--- config.mk ---
export PLATFORM = sky130hd
export DESIGN_NAME = imem_loader
export DESIGN_NICKNAME = d
export VERILOG_FILES = /design/src/rtl/imem_loader_pkg.sv /design/src/rtl/imem_word_packer.sv /design/src/rtl/imem_loader.sv
export SDC_FILE = /design/constraint.sdc
export NUM_CORES = 1
export LEC_CHECK = 0
export CAP_MARGIN = 25
export CELL_PAD_IN_SITES_DETAIL_PLACEMENT = 1
export CELL_PAD_IN_SITES_GLOBAL_PLACEMENT = 1
export CORE_ASPECT_RATIO = 1.4
export CORE_MARGIN = 4
export CORE_UTILIZATION = 30
export DETAILED_ROUTE_END_ITERATION = 8
export GPL_TIMING_DRIVEN = 0
export PLACE_DENSITY = 0.72
export SETUP_SLACK_MARGIN = 0.2
export SLEW_MARGIN = 20
export SYNTH_ARGS = -nofsm -noshare
export SYNTH_HDL_FRONTEND = slang
export SYNTH_SLANG_ARGS = --single-unit
--- constraint.sdc ---
create_clock -name i_clk -period 1.75 [get_ports i_clk]
set_input_delay 0.4375 -clock i_clk [delete_from_list [all_inputs] [get_ports i_clk]]
set_output_delay 0.4375 -clock i_clk [all_outputs]
set_load 0.02 [all_outputs]
--- src/rtl/imem_loader_pkg.sv ---
// Shared state encoding and stream-format constants for the imem_loader
// boot-time instruction memory writer.
package imem_loader_pkg;

   typedef enum logic [2:0] {
      HDR_LO,
      HDR_HI,
      PAYLOAD,
      CHECK,
      DONE,
      ERR
   } loadState_t;

   localparam int HDR_BYTES  = 2;
   localparam int WORD_BYTES = 4;

endpackage

--- src/rtl/imem_word_packer.sv ---
// Assembles four consecutive stream bytes into one little-endian 32-bit word.
// o_word is only meaningful while o_word_valid is high.
module imem_word_packer
   import imem_loader_pkg::*;
(
   input  logic        i_clk,
   input  logic        i_reset,
   input  logic        i_clear,
   input  logic        i_byte_valid,
   input  logic [7:0]  i_byte,
   output logic        o_word_valid,
   output logic [31:0] o_word
);

   logic [1:0]  r_cnt;
   logic [23:0] r_shift;

   // The first three bytes shift in from the top; the fourth is taken straight from the input.
   always_ff @(posedge i_clk) begin
      if (i_reset || i_clear) begin
         r_cnt   <= '0;
         r_shift <= '0;
      end else if (i_byte_valid) begin
         r_cnt   <= r_cnt + 2'd1;
         r_shift <= {i_byte, r_shift[23:8]};
      end
   end

   assign o_word_valid = i_byte_valid && (r_cnt == 2'(WORD_BYTES - 1));
   assign o_word       = {i_byte, r_shift};

endmodule

--- src/rtl/imem_loader.sv ---
// Boot-time instruction memory loader: byte stream in, word writes out, CPU held until done.
// Define IMEM_LOADER_CHECKSUM_EN to require a trailing XOR checksum byte.
module imem_loader
   import imem_loader_pkg::*;
#(
   parameter int ADDR_W = 10
) (
   input  logic              i_clk,
   input  logic              i_reset,
   input  logic              i_in_valid,
   input  logic [7:0]        i_in_data,
   output logic              o_in_ready,
   output logic              o_we,
   output logic [ADDR_W-1:0] o_waddr,
   output logic [31:0]       o_wdata,
   output logic              o_cpu_hold,
   output logic              o_done,
   output logic              o_err,
   output logic [ADDR_W:0]   o_words_loaded
);

   localparam int          N_W      = 8 * HDR_BYTES;
   localparam logic [31:0] CAPACITY = 32'd1 << ADDR_W;
`ifdef IMEM_LOADER_CHECKSUM_EN
   localparam loadState_t  AFTER_PAYLOAD = CHECK;
`else
   localparam loadState_t  AFTER_PAYLOAD = DONE;
`endif

   loadState_t        r_state;
   loadState_t        w_next;
   logic [7:0]        r_nlo;
   logic [N_W-1:0]    r_n;
   logic [ADDR_W:0]   r_words;
   logic              r_we;
   logic [ADDR_W-1:0] r_waddr;
   logic [31:0]       r_wdata;
   logic              w_accept;
   logic              w_pack_valid;
   logic              w_pack_clear;
   logic              w_word_valid;
   logic [31:0]       w_word;
   logic [31:0]       w_hdr_n;
   logic              w_last;

   assign o_in_ready = (r_state == HDR_LO) || (r_state == HDR_HI) ||
                       (r_state == PAYLOAD) || (r_state == CHECK);
   assign w_accept     = i_in_valid && o_in_ready;
   assign w_pack_valid = w_accept && (r_state == PAYLOAD);
   assign w_pack_clear = (r_state != PAYLOAD);
   assign w_hdr_n      = 32'({i_in_data, r_nlo});
   assign w_last       = (32'(r_words) + 32'd1) == 32'(r_n);

   imem_word_packer u_packer (
      .i_clk        (i_clk),
      .i_reset      (i_reset),
      .i_clear      (w_pack_clear),
      .i_byte_valid (w_pack_valid),
      .i_byte       (i_in_data),
      .o_word_valid (w_word_valid),
      .o_word       (w_word)
   );

`ifdef IMEM_LOADER_CHECKSUM_EN
   logic [7:0] r_xor;

   always_ff @(posedge i_clk) begin
      if (i_reset) begin
         r_xor <= '0;
      end else if (w_accept && (r_state != CHECK)) begin
         r_xor <= r_xor ^ i_in_data;
      end
   end
`endif

   always_ff @(posedge i_clk) begin
      if (i_reset) begin
         r_state <= HDR_LO;
      end else begin
         r_state <= w_next;
      end
   end

   always_comb begin
      w_next = r_state;
      case (r_state)
         HDR_LO: begin
            if (w_accept) w_next = HDR_HI;
         end
         HDR_HI: begin
            if (w_accept) begin
               if (w_hdr_n > CAPACITY)   w_next = ERR;
               else if (w_hdr_n == '0)   w_next = AFTER_PAYLOAD;
               else                      w_next = PAYLOAD;
            end
         end
         PAYLOAD: begin
            if (w_word_valid && w_last) w_next = AFTER_PAYLOAD;
         end
         CHECK: begin
`ifdef IMEM_LOADER_CHECKSUM_EN
            if (w_accept) w_next = (i_in_data == r_xor) ? DONE : ERR;
`else
            w_next = ERR;
`endif
         end
         DONE:    w_next = DONE;
         ERR:     w_next = ERR;
         default: w_next = ERR;
      endcase
   end

   // The address for each write is the word count before it increments, so waddr tracks the image order.
   always_ff @(posedge i_clk) begin
      if (i_reset) begin
         r_nlo   <= '0;
         r_n     <= '0;
         r_words <= '0;
         r_we    <= 1'b0;
         r_waddr <= '0;
         r_wdata <= '0;
      end else begin
         r_we <= 1'b0;
         if (w_accept && (r_state == HDR_LO)) r_nlo <= i_in_data;
         if (w_accept && (r_state == HDR_HI)) r_n <= {i_in_data, r_nlo};
         if (w_word_valid) begin
            r_we    <= 1'b1;
            r_waddr <= r_words[ADDR_W-1:0];
            r_wdata <= w_word;
            r_words <= r_words + (ADDR_W + 1)'(1);
         end
      end
   end

   assign o_we           = r_we;
   assign o_waddr        = r_waddr;
   assign o_wdata        = r_wdata;
   assign o_words_loaded = r_words;
   assign o_done         = (r_state == DONE);
   assign o_err          = (r_state == ERR);
   assign o_cpu_hold     = (r_state != DONE);

endmodule

# After elaboration in Yosys (flattened, before gate mapping)
# Cells that the tools add are included.
# word_totals
inputBits,11
wordCells,45
out_inout_bits,58
register_bits,107
# op_classes
n_addsub,3
n_eq_ne,12
n_reduce_logical,13
order_cmp,1
mux,7
# op_table
cell,count
$logic_not 32->1,1
$eq 12x16->1,1
$gt 16x11->1 const B,1
$mux 3,5
$add 11x1->12 const B,1
$pmux 3 s4,1
$add 11x1->11 const B,1
$eq 3x2->1 const B,2
$eq 3x3->1 const B,2
$logic_and 1x1->1,6
$logic_or 1x1->1,4
$ne 2x2->1 const B,2
$eq 3x1->1 const B,1
$logic_not 3->1,1
$ne 3x2->1 const B,1
$ne 3x3->1 const B,1
$reduce_and 3->1,1
$add 2x1->2 const B,1
$eq 2x2->1 const B,1
$ne 2x1->1 const B,1
$mux 1,1

# Longest topological paths before layout
# logic_depth
ltp_word,10
ltp_mapped,7

# Cells and area by module
# From an unflattened synthesis, not the netlist that was laid out.
# hier_totals
cells_unflattened,481
area_unflattened_um2,4435.5
# modules_own_cells
module,cells_per_inst,area_each_um2,instances
imem_loader,386,3395.8,1
imem_word_packer,95,1039.7,1

# Least setup slack after synthesis
# Ideal clock, no wire load.
# synth_timing
path_kind,reg2reg
from,register r_words[0] (netlist: o_words_loaded[0])
to,register r_state[2]
required_time_ns,1.664
t_arrival_ns,1.769
n_path_buf,0
period_less_slack_ns,1.855
stages_incl_launch_ff,8
slack_ns,-0.105
path_cell_list,dfxtp_1 -> ha_1 -> nand3_1 -> or2_1 -> nand3b_1 -> a22oi_1 -> nand4_1 -> a211oi_1
# synth_via
elab_chain_cells,5
# synth_rtl
item,line,text
from (decl),imem_loader.sv:34,logic [ADDR_W:0] r_words;
from (signal assigned),imem_loader.sv:130,r_words <= r_words + (ADDR_W + 1)'(1);
$add 11x1->12,imem_loader.sv:52,assign w_last = (32'(r_words) + 32'd1) == 32'(r_n);
$eq 12x16->1,imem_loader.sv:52,
$logic_and 1x1->1,imem_loader.sv:98,if (w_word_valid && w_last) w_next = AFTER_PAYLOAD;
$ne 2x1->1 (no source line),-,
$reduce_and 3->1 (no source line),-,
to (signal assigned),imem_loader.sv:80,r_state <= w_next;
to (decl),imem_loader.sv:30,loadState_t r_state;
# No other way between the ends.
# A chain may end at the register's enable or synchronous reset.

# Final worst setup path
# layout_timing
from,register r_words[9] (netlist: o_words_loaded[9])
to,register r_state[2]
# Same word-level chain as after synthesis.

==> metrics.cfg <==
[yosys]
synthTopCellsByArea=dfxtp_1 51%, nand2_1 13%, a21oi_1 8.8%
synth_top_area_share_pct=50.7
synth_edf_count=0
ys.flop_type=dfxtp_1
async_flop_share_pct=0
netlist_area_um2=4230
synth.avg_cell_area_um2=8.23
syn_inst=514
synth_fp_nets=527
yosysUniqueCellTypes=40
yosysSeqAreaShare_pct=50.7
ys_ff_latch=107
synth_warnings=0
synth_area_leader_cell=dfxtp_1

[sta]
whs_ns=0.456
min_period_over_period_pct=103
finClkSkew_ns=0.0129
period_minus_slack_ns=1.80
slew_headroom_pct=57.4
fin_ws_ns=-0.0500
rsz0062_at_grt=yes
setup_viol=2
slew_violations=0
worstMarginPinSlew_ns=0.639
hold_violations=0
clock.fmax_mhz=556

[global_routing]
grt_pass1_wl_um=21100
grt_overflow_total=0
grt_antenna_before_repair=0
grt_pass1_vias=4090
track_usage_pct=16.6
grt_start_max_net_pins=20

[final_layout]
drive_above_1_share_pct=18.5
diodes=0
final_cells=797
nets=620
mostFrequentLayoutCell=nand2_1
syn_to_final_growth_pct=36.5
layout.cells.most_common_list=144 x nand2_1, 91 x dfxtp_1, 70 x a21oi_1, 56 x dlygate4sd2_1, 39 x nor2_1

[min_path]
min_from=o_wdata[25]
hold_path.class=register to register
hold_path_end=o_wdata[25]
min_path_cells=2

[critical_path]
crit_fanout=7
r2r_start=o_words_loaded[9]
endpoint_kind=register
critPathRequiredTime_ns=2.02
criticalPathCategory=register to register
r2r-end=r_state[2]
cp.arrival_ns=2.07
r2r_slack_ns=-0.05
reg2reg_depth=7
critPathLaunchType=register

[clock_tree]
clock_path_buffers=2
cts_buffers=9
clock_latency_ns=0.35
cts_sinks=107
clockRootBuffer=clkbuf_16
h-tree-depth=3
cts_tree=yes
cts_hold_buffers=0
clk_pin_slew_ns=0.08

[floorplan]
die_h_um=148
core_um2=13800
die_x_um=108
ioPinCount=69
dieArea_um2=16100
start_util_pct=30.5
rows=51

[detailed_routing]
ant_nets=0
routed_wl_um=13100
dr_total_vias=3888
drt-pass1-iter-count=4
drt_iter0_markers=173
vias_per_cell=4.88
wl_per_cell_um=16.4
drc=0

[power]
power_density_nw_per_um2=822
leakagePower_nw=2.33
ir_drop_mv=0.446

[run_status]
status=finished, violations left
violations=negative setup slack

[job]
cap_violations=0

[place]
hpwlAfterDp_um=9250
io_buffers=67
place_congestion=0.815
dp.cells=766

-- cell usage after synthesis, types with 3 or more instances --
cell type  count
mux2i_1       26
buf_2          8
inv_1          4
nand3b_1       4
nand2b_1       3
nor3_1         6
dfxtp_1      107
nand4_1        5
clkbuf_1      16
a21oi_1       74
nand3_1        7
nor4_1         5
or3_1          4
nor2_1        42
buf_1          7
o21ai_0        5
xor2_1        11
xnor2_1        8
nand2_1      146
-- where the power goes --
part	switching [W]	total, W	internal, W
sequential	0.0000274	0.00248	0.00245
clock	0.000988	0.00199	0.000999
combinational	0.000173	0.000280	0.000107
total	0.00119	0.00474	0.00356
-- per-stage QoR --
step	worst slack, ns	util (%)	TNS, ns	cell area, um2	power, W
3_3_place_gp	-0.615	37.4	-45.17	5180	0.00276
5_1_grt	-0.152	41.7	-0.302	5770	0.00492
6_report	-0.0500	41.7	-0.0963	5770	0.00474
2_1_floorplan	0.169	-	0	4280	0.00267
3_5_place_dp	-0.671	37.4	-50.64	5180	0.00277
4_1_cts	0.00151	40.4	0	5590	0.00475
-- flip-flops by register name, indices dropped and copies added, names as in the netlist --
name	flops
u_packer.r_shift	24
r_nlo	8
r_state	3
o_waddr	10
u_packer.r_cnt	2
o_wdata	32
o_words_loaded	11
o_we	1
r_n	16
-- metal layers --
| metal | routed length, um | vias to the layer above | GRT usage (%) |
|---|---|---|---|
| li1 | - | 1897 | - |
| met1 | 5420 | 1904 | 19.6 |
| met2 | 6930 | 72 | 30.1 |
| met3 | 488 | 15 | 3.60 |
| met4 | 211 | 0 | 4.49 |
| met5 | 0 | - | 0 |
-- repair_timing --
| action | in CTS | in global routing |
|---|---|---|
| setup endpoints to repair | 163 | 43 |
| gates resized for setup | 148 | 39 |
| pin swaps | 4 | 14 |
| buffers inserted | 5 | 10 |
-- worst max-delay path, stage by stage (launching register included) --
cell	delay, ns
dfxtp_4	0.34
buf_6	0.13
or3b_1	0.38
a21oi_2	0.12
a21oi_1	0.07
a211oi_2	0.19
nand4_1	0.21
a211oi_2	0.27
-- cells by family after synthesis --
logic type               share of synthesized area (%)
AND/OR/NAND/NOR                                   22.9
flip-flops                                        50.7
AO/OA/AOI/OAI                                     11.6
buffers and inverters                             3.79
multiplexers                                      6.16
XOR/XNOR                                          4.32
adder cells (fa/ha/maj)                          0.592
-- worst max-delay path by stage --
stage	start	endpoint	slack (ns)	cells past startpoint
floorplan	o_words_loaded[0]	r_state[1]	0.17	7
global placement	i_in_data[4]	r_state[2]	-0.61	7
detailed placement	i_in_valid	o_wdata[23]	-0.67	6
CTS	o_words_loaded[9]	r_state[2]	0.002	7
global route	o_words_loaded[7]	r_state[1]	-0.15	7
finish	o_words_loaded[9]	r_state[2]	-0.05	7
-- final cells by class --
| class | count | area, um2 |
|---|---|---|
| plain buffers | 33 | 228 |
| fillers | 1672 | 8070 |
| flip-flops and latches | 107 | 2180 |
| multi-input cells | 370 | 2130 |
| clock inverters | 6 | 55.1 |
| repair buffers | 82 | 712 |
| inverters | 4 | 15.0 |
| clock buffers | 10 | 229 |
| well taps | 185 | 231 |
(Power assumes the default switching activity.)
